$ cat config.mk
export PLATFORM = sky130hd
export DESIGN_NAME = block_average_scaler
export DESIGN_NICKNAME = d
export VERILOG_FILES = /design/src/rtl/block_average_scaler.sv
export SDC_FILE = /design/constraint.sdc
export NUM_CORES = 1
export LEC_CHECK = 0
export ABC_AREA = 0
export CAP_MARGIN = 40
export CORE_UTILIZATION = 60
export CTS_CLUSTER_DIAMETER = 150
export DETAILED_ROUTE_END_ITERATION = 10
export PLACE_DENSITY = 0.82
export SETUP_SLACK_MARGIN = 0.02
export SLEW_MARGIN = 25
export SYNTH_ARGS = -nofsm -noshare
export SYNTH_HDL_FRONTEND = slang
export SYNTH_SLANG_ARGS = --single-unit
$ cat constraint.sdc
create_clock -name clk -period 7.45 [get_ports clk]
set_input_delay 2.235 -clock clk [delete_from_list [all_inputs] [get_ports clk]]
set_output_delay 2.235 -clock clk [all_outputs]
set_load 0.02 [all_outputs]
$ cat src/rtl/block_average_scaler.sv
// Sequential block-averaging downscaler: fetches 2^s x 2^s source blocks over a
// one-cycle-latency read port and streams the block means with valid/ready.
module block_average_scaler #(
  parameter int IMG_WIDTH  = 160,
  parameter int IMG_HEIGHT = 120,
  parameter int PIXEL_W    = 8,
  parameter int ADDR_W     = 15,
  parameter int MAX_SHIFT  = 2,
  parameter int ROUND      = 0
) (
  input  logic               clk,
  input  logic               reset_n,
  input  logic               start,
  input  logic [1:0]         shift,
  output logic               mem_ren,
  output logic [ADDR_W-1:0]  mem_raddr,
  input  logic [PIXEL_W-1:0] mem_rdata,
  output logic               out_valid,
  input  logic               out_ready,
  output logic [PIXEL_W-1:0] out_pixel,
  output logic [9:0]         out_x,
  output logic [9:0]         out_y,
  output logic               busy,
  output logic               done
);
  localparam int AW = PIXEL_W + 2*MAX_SHIFT + 1;
  localparam int CW = 2*MAX_SHIFT + 1;

  typedef enum logic [2:0] {IDLE, FETCH, DRAIN, OUT, DONE} state_t;

  state_t        state;
  logic [1:0]    s;
  logic [CW-1:0] cnt;
  logic [9:0]    bx, by;
  logic [AW-1:0] acc;
  logic          pend;

  logic [1:0]    s_clamp;
  logic [AW-1:0] acc_in, rnd, mean;
  logic [CW-1:0] last_k;
  logic [9:0]    bx_last, by_last, nbx, nby;
  logic          blk_last;

  // Address of the k-th pixel (row-major) inside block (x,y) at block edge 2^sh.
  function automatic logic [ADDR_W-1:0] blk_addr(input logic [9:0] x, input logic [9:0] y,
                                                 input logic [CW-1:0] k, input logic [1:0] sh);
    logic [31:0] kk, row, col;
    kk  = 32'(k);
    col = (32'(x) << sh) + (kk & ((32'd1 << sh) - 32'd1));
    row = (32'(y) << sh) + (kk >> sh);
    return ADDR_W'(row * 32'(IMG_WIDTH) + col);
  endfunction

  always_comb begin
    s_clamp  = (32'(shift) > MAX_SHIFT) ? 2'(MAX_SHIFT) : shift;
    // pend marks that last cycle issued a read, so mem_rdata belongs to this block
    acc_in   = acc + (pend ? AW'(mem_rdata) : '0);
    rnd      = '0;
    if (ROUND != 0 && s != 2'd0) rnd = AW'(1) << (2*s - 1);
    mean     = (acc_in + rnd) >> (2*s);
    last_k   = CW'((1 << (2*s)) - 1);
    bx_last  = 10'((IMG_WIDTH >> s) - 1);
    by_last  = 10'((IMG_HEIGHT >> s) - 1);
    blk_last = (bx == bx_last) && (by == by_last);
    nbx      = (bx == bx_last) ? 10'd0 : bx + 10'd1;
    nby      = (bx == bx_last) ? by + 10'd1 : by;
  end

  always_ff @(posedge clk) begin
    if (!reset_n) begin
      state     <= IDLE;
      s         <= '0;
      cnt       <= '0;
      bx        <= '0;
      by        <= '0;
      acc       <= '0;
      pend      <= 1'b0;
      mem_ren   <= 1'b0;
      mem_raddr <= '0;
      out_valid <= 1'b0;
      out_pixel <= '0;
      out_x     <= '0;
      out_y     <= '0;
      busy      <= 1'b0;
      done      <= 1'b0;
    end else begin
      pend <= mem_ren;
      case (state)
        IDLE: if (start) begin
          s         <= s_clamp;
          bx        <= '0;
          by        <= '0;
          cnt       <= '0;
          acc       <= '0;
          mem_ren   <= 1'b1;
          mem_raddr <= '0;
          busy      <= 1'b1;
          state     <= FETCH;
        end
        FETCH: begin
          acc <= acc_in;
          if (cnt == last_k) begin
            mem_ren <= 1'b0;
            state   <= DRAIN;
          end else begin
            cnt       <= cnt + 1'b1;
            mem_raddr <= blk_addr(bx, by, cnt + 1'b1, s);
          end
        end
        DRAIN: begin
          acc       <= acc_in;
          out_pixel <= mean[PIXEL_W-1:0];
          out_x     <= bx;
          out_y     <= by;
          out_valid <= 1'b1;
          state     <= OUT;
        end
        OUT: if (out_ready) begin
          out_valid <= 1'b0;
          acc       <= '0;
          bx        <= nbx;
          by        <= nby;
          cnt       <= '0;
          if (blk_last) begin
            done  <= 1'b1;
            state <= DONE;
          end else begin
            mem_ren   <= 1'b1;
            mem_raddr <= blk_addr(nbx, nby, '0, s);
            state     <= FETCH;
          end
        end
        DONE: begin
          done  <= 1'b0;
          busy  <= 1'b0;
          state <= IDLE;
        end
        default: state <= IDLE;
      endcase
    end
  end
endmodule
-- Yosys cells after proc, flatten, opt, wreduce, memory -nomap -nowiden
Cells that the tools add are included.
- register bits: 91
- input port bits: 14
- output and inout bits: 47
- word-level logic and storage cells: 112
- $add $sub $neg: 13
- multiply operators: 2
- order comparisons: 1
- eq/ne operators: 13
- shift-type cells: 11
- muxes and demuxes: 37
- bitwise logic cells: 1
- reduce and logical (&&, ||, !) cells: 19
- operator list (kind ; number):
    $add A32 B32 Y32 ; 2
    $mul A32 B3 Y10 const B ; 2
    $shl A10 B2 Y32 ; 2
    $mux W15 ; 4
    $mux W10 ; 5
    $add A15 B15 Y15 ; 3
    $pmux W15 S3 ; 1
    $pmux W10 S2 ; 2
    $pmux W13 S3 ; 1
    $shr A1 B2 Y32 const A ; 1
    $shr A5 B2 Y32 ; 1
    $shl A10 B2 Y15 ; 2
    $mux W13 ; 2
    $add A10 B1 Y10 const B ; 2
    $eq A10 B10 Y1 ; 2
    $sub A10 B2 Y10 const B ; 2
    $and A5 B15 Y15 ; 1
    $mux W5 ; 3
    $pmux W5 S3 ; 1
    $shl A1 B2 Y15 const A ; 1
    $sub A15 B1 Y15 const B ; 1
    $add A13 B8 Y13 ; 1
    $shr A13 B3 Y8 ; 1
    $mux W3 ; 4
    26 further kinds ; 50

-- Longest topological paths before layout
- depth in word-level cells: 11
- depth in mapped cells: 30
- depth with buffers taken out: 27

-- Least setup slack after synthesis
OpenSTA, ideal clock, no wires.
- path kind: flip-flop to flip-flop
- start point: register s[0]
- end point: register mem_raddr[14]
- setup time: 0.071 ns
- data arrival time: 6.128 ns
- required time: 7.379 ns
- path slack: 1.252 ns
- cell stages (with the launch flop): 30
- buffers on the path: 3
- clock period less this slack: 6.198 ns
- path through: dfxtp_1 > inv_1 > buf_1 > clkbuf_1 > ha_1 > inv_1 > ha_1 > o41ai_2 > a21boi_2 > nor4_1 > clkbuf_1 > xnor2_1 > mux2i_1 > nand2_1 > o21ai_0 > ha_1 > ha_1 > inv_1 > fa_1 > nor2b_1 > o21ai_0 > a21oi_1 > nor2_1 > ha_1 > a21oi_1 > a21oi_1 > nand2_1 > xor3_1 > mux2_1 > a21oi_1
- cells in the longest elaborated chain, start to end: 11
- elaborated cells between the ends (all ways): 35
- classes of those cells: 9 x add/sub; 2 x mul; 5 x eq/ne; 10 x shift; 6 x mux; 1 x bitwise; 2 x reduce/logical
- RTL lines (what ; line ; text):
    start, declared ; 32 ; logic [1:0] s;
    start signal, assigned ; 90 ; s <= s_clamp;
    $shr A8 B2 Y10 ; 62 ; bx_last = 10'((IMG_WIDTH >> s) - 1);
    $sub A10 B2 Y10 ; 62 ;
    $eq A10 B10 Y1 ; 64, 65, 66 ;
    $mux W10 ; 66 ; nby = (bx == bx_last) ? by + 10'd1 : by;
    $shl A10 B2 Y32 ; 50 ; row = (32'(y) << sh) + (kk >> sh);
    $add A32 B32 Y32 ; 50 ;
    $mul A32 B3 Y10 ; 51 ; return ADDR_W'(row * 32'(IMG_WIDTH) + col);
    $add A15 B15 Y15 ; 51 ;
    $mux W15 ; 124 ; if (blk_last) begin
    $mux W15 ; 118 ; OUT: if (out_ready) begin
    $pmux W15 S3 ; 88 ; case (state)
    end signal, assigned ; 107 ; mem_raddr <= blk_addr(bx, by, cnt + 1'b1, s);
    end signal, assigned ; 129 ; mem_raddr <= blk_addr(nbx, nby, '0, s);
    end, declared ; 16 ; output logic [ADDR_W-1:0] mem_raddr,
Parallel ways exist; a longest one is shown, timed or not. The select of a mux whose other input is x is not followed.
A chain may end at the register's enable or synchronous reset.

-- Worst setup path in the final report
Ends and elaborated chain as after synthesis.

==> metrics <==
asr flop ratio synth 0%; most frequent cell after synthesis nor2_1; #FFs+latches synth 91; CP max stage cell dfxtp_2; GP Congestion 0.983; worst path bufs/invs 4; outcome completed; clk_lat worst skew 0.35 ns; Row Count 42; Starting Density 61.3%; Routed WL 22.0 mm; Layout Nets 1193; total grt overflow 0; EDFF count, synth 0; Horiz. Die Dim 118 microns; CP max FO 26; drt pass-1 iters 5; leak pwr between 3 and 4 nW; layout cells sized above 1 4.79%; overall power approximately 1.4 mW; Slew @ Worst Pin 0.783 ns; Synth area leader dfxtp_1; Die Ht between 100 and 150 microns; Hold Vio Cnt, Final 0; kind of end point of the critical path register; total core area 13200 sq um; PD cells 154 nW/um^2; Startpoint Class register; n_diodes 0; post-CTS setup buffer count 0; Mapped Cells ~1100; post-route insts no fill ~1300; Via density 6.22; HPWL after detailed placement around 16 mm; Avg WL per Cell roughly 17 microns; CTS Buf Count 9; Final Util 68.5%; CTS tree built; Detail Route Antenna Nets 0; Fmax 160 MHz; Setup Viol. Count Final 0; WHS between 0.4 and 0.5 ns; TNS Setup 0 ns; period utilisation layout 83.7%; Vias 7980; register area share after synthesis 22.5%; CP Class reg -> reg; max cap viols 0; final worst path period need 6.24 ns; placed cells 1264; post-synth top area share roughly 23%; Largest delay share family, worst path adder cells; Synth Net Count 1183; pins over their slew limit 0; area delta synth->final 11.8%; Slew headroom 47.7%; cts hold-fix bufs 0; vias in the first global route 7442; IO Pins 61; peak supply drop 0.162 mV; CTS root buf clkbuf_16; Filler Cell Count 1123; largest cells by area after synthesis dfxtp_1, ha_1, a21oi_1; Primary FF master, synth dfxtp_1; DRC violations left 0; worst hold path type reg -> reg; Max H-tree Level 3; Critical Path AT 6.52 ns; clk sinks 91; RSZ-0062 raised after global routing false; Post-synth top cells nor2_1, nand2_1, a21oi_1; Synth Warn # 0; largest net degree at the start of global routing a little under 70; IO Port Bufs 60; PostCTS Resize Cnt 0; die area around 14000 sq um; clk_skew ~0.0098 ns; Syn Area/Cell roughly 7.4 sq um; synth unique cells 70; Mapped Area roughly 8100 sq um; initial antenna violation count 0; Longest Clk Path Bufs 2; Initial DRC Count 863; All-Layer GR Usage 32.1%; largest stage delay on the critical path ~0.63 ns; first-pass GRT wire length 36.6 mm; clk slew on worst S/H paths roughly 0.07 ns; Req. time, crit path 7.73 ns
## registers in the layout, indices dropped and copies added, names as in the netlist
| name | cells |
|---|---|
| s | 2 |
| out_valid | 1 |
| busy | 1 |
| out_y | 10 |
| cnt | 5 |
| pend | 1 |
| done | 1 |
| bx | 10 |
| out_x | 10 |
| state | 3 |
| acc | 13 |
| by | 10 |
| mem_raddr | 15 |
| out_pixel | 8 |
| mem_ren | 1 |
## cells by family after synthesis
kind of cell	Yosys count	synth area share, %
and+or+nand+nor	390	22.5
adders and majority gates	77	12.5
xor gates and xnor gates	71	7.88
AOI/OAI and AO/OA	313	24.3
DFF	91	22.5
muxes	34	4.75
buffers and inverters	116	5.50
## layout by cell type, fill, tap and decap left out, types with 10 or more instances in the layout
cell / netlist / routed
nor2_1: 125 / 125
nand2_1: 121 / 121
a21oi_1: 117 / 117
dfxtp_1: 91 / 89
ha_1: 71 / 71
clkdlybuf4s50_1: 0 / 60
o21ai_0: 59 / 58
xnor2_1: 43 / 43
inv_1: 40 / 40
nor3_1: 32 / 32
xor2_1: 27 / 27
mux2i_1: 26 / 26
a22oi_1: 26 / 26
nand3_1: 20 / 20
and2_1: 20 / 20
nor2b_1: 16 / 16
a21o_1: 15 / 15
a211oi_1: 11 / 11
o22ai_1: 10 / 10
o31ai_1: 10 / 10
## tightest hold or removal path, stage by stage, from the launching register on
cell and delay [ns]:
dfxtp_1 0.31, nand2_1 0.05, a21oi_1 0.05
## final cells by class
class	count	area (sq um)	share of cell area (%)
Clock buffer	10	239	2.65
Clock inverter	6	60.1	0.665
Inverter	41	154	1.70
Multi-Input combinational cell	885	5820	64.4
Sequential cell	91	1820	20.2
Tap cell	176	220	2.44
Timing Repair Buffer	74	716	7.92
## per-stage QoR
stage                     worst slack [ns]  cell area (sq um)
after floorplan                       1.25               8080
after CTS                             1.18               9010
after global routing                 0.761               9030
after detailed placement              1.22               8710
after global placement                1.42               8680
final                                 1.21               9030
## final timing paths
| kind | cells past startpoint | slack, ns | to | startpoint |
|---|---|---|---|---|
| min | 2 | 0.45 | out_y[7]$_SDFFE_PN0P_ | out_y[7]$_SDFFE_PN0P_ |
| min reg2reg | 2 | 0.45 | out_y[7]$_SDFFE_PN0P_ | out_y[7]$_SDFFE_PN0P_ |
| max | 27 | 1.21 | mem_raddr[14]$_SDFFE_PN0P_ | s[0]$_SDFFE_PN0P_ |
| max reg2reg | 27 | 1.21 | mem_raddr[14]$_SDFFE_PN0P_ | s[0]$_SDFFE_PN0P_ |
## routing by layer
layer  GRT usage [%]  part of all wire (%)  up-vias
met5               0                     0        -
met4            11.8                   2.3        0
met3            3.92                   7.1       39
met2            53.6                    48      301
met1            42.4                    43     3737
li1                -                     -     3903
## where the power goes
group,total (mW),internal [mW],switching (mW)
combinational,0.400,0.146,0.254
clock,0.461,0.243,0.218
sequential,0.526,0.504,0.0228
No activity file was read; power rests on OpenSTA's default activity.
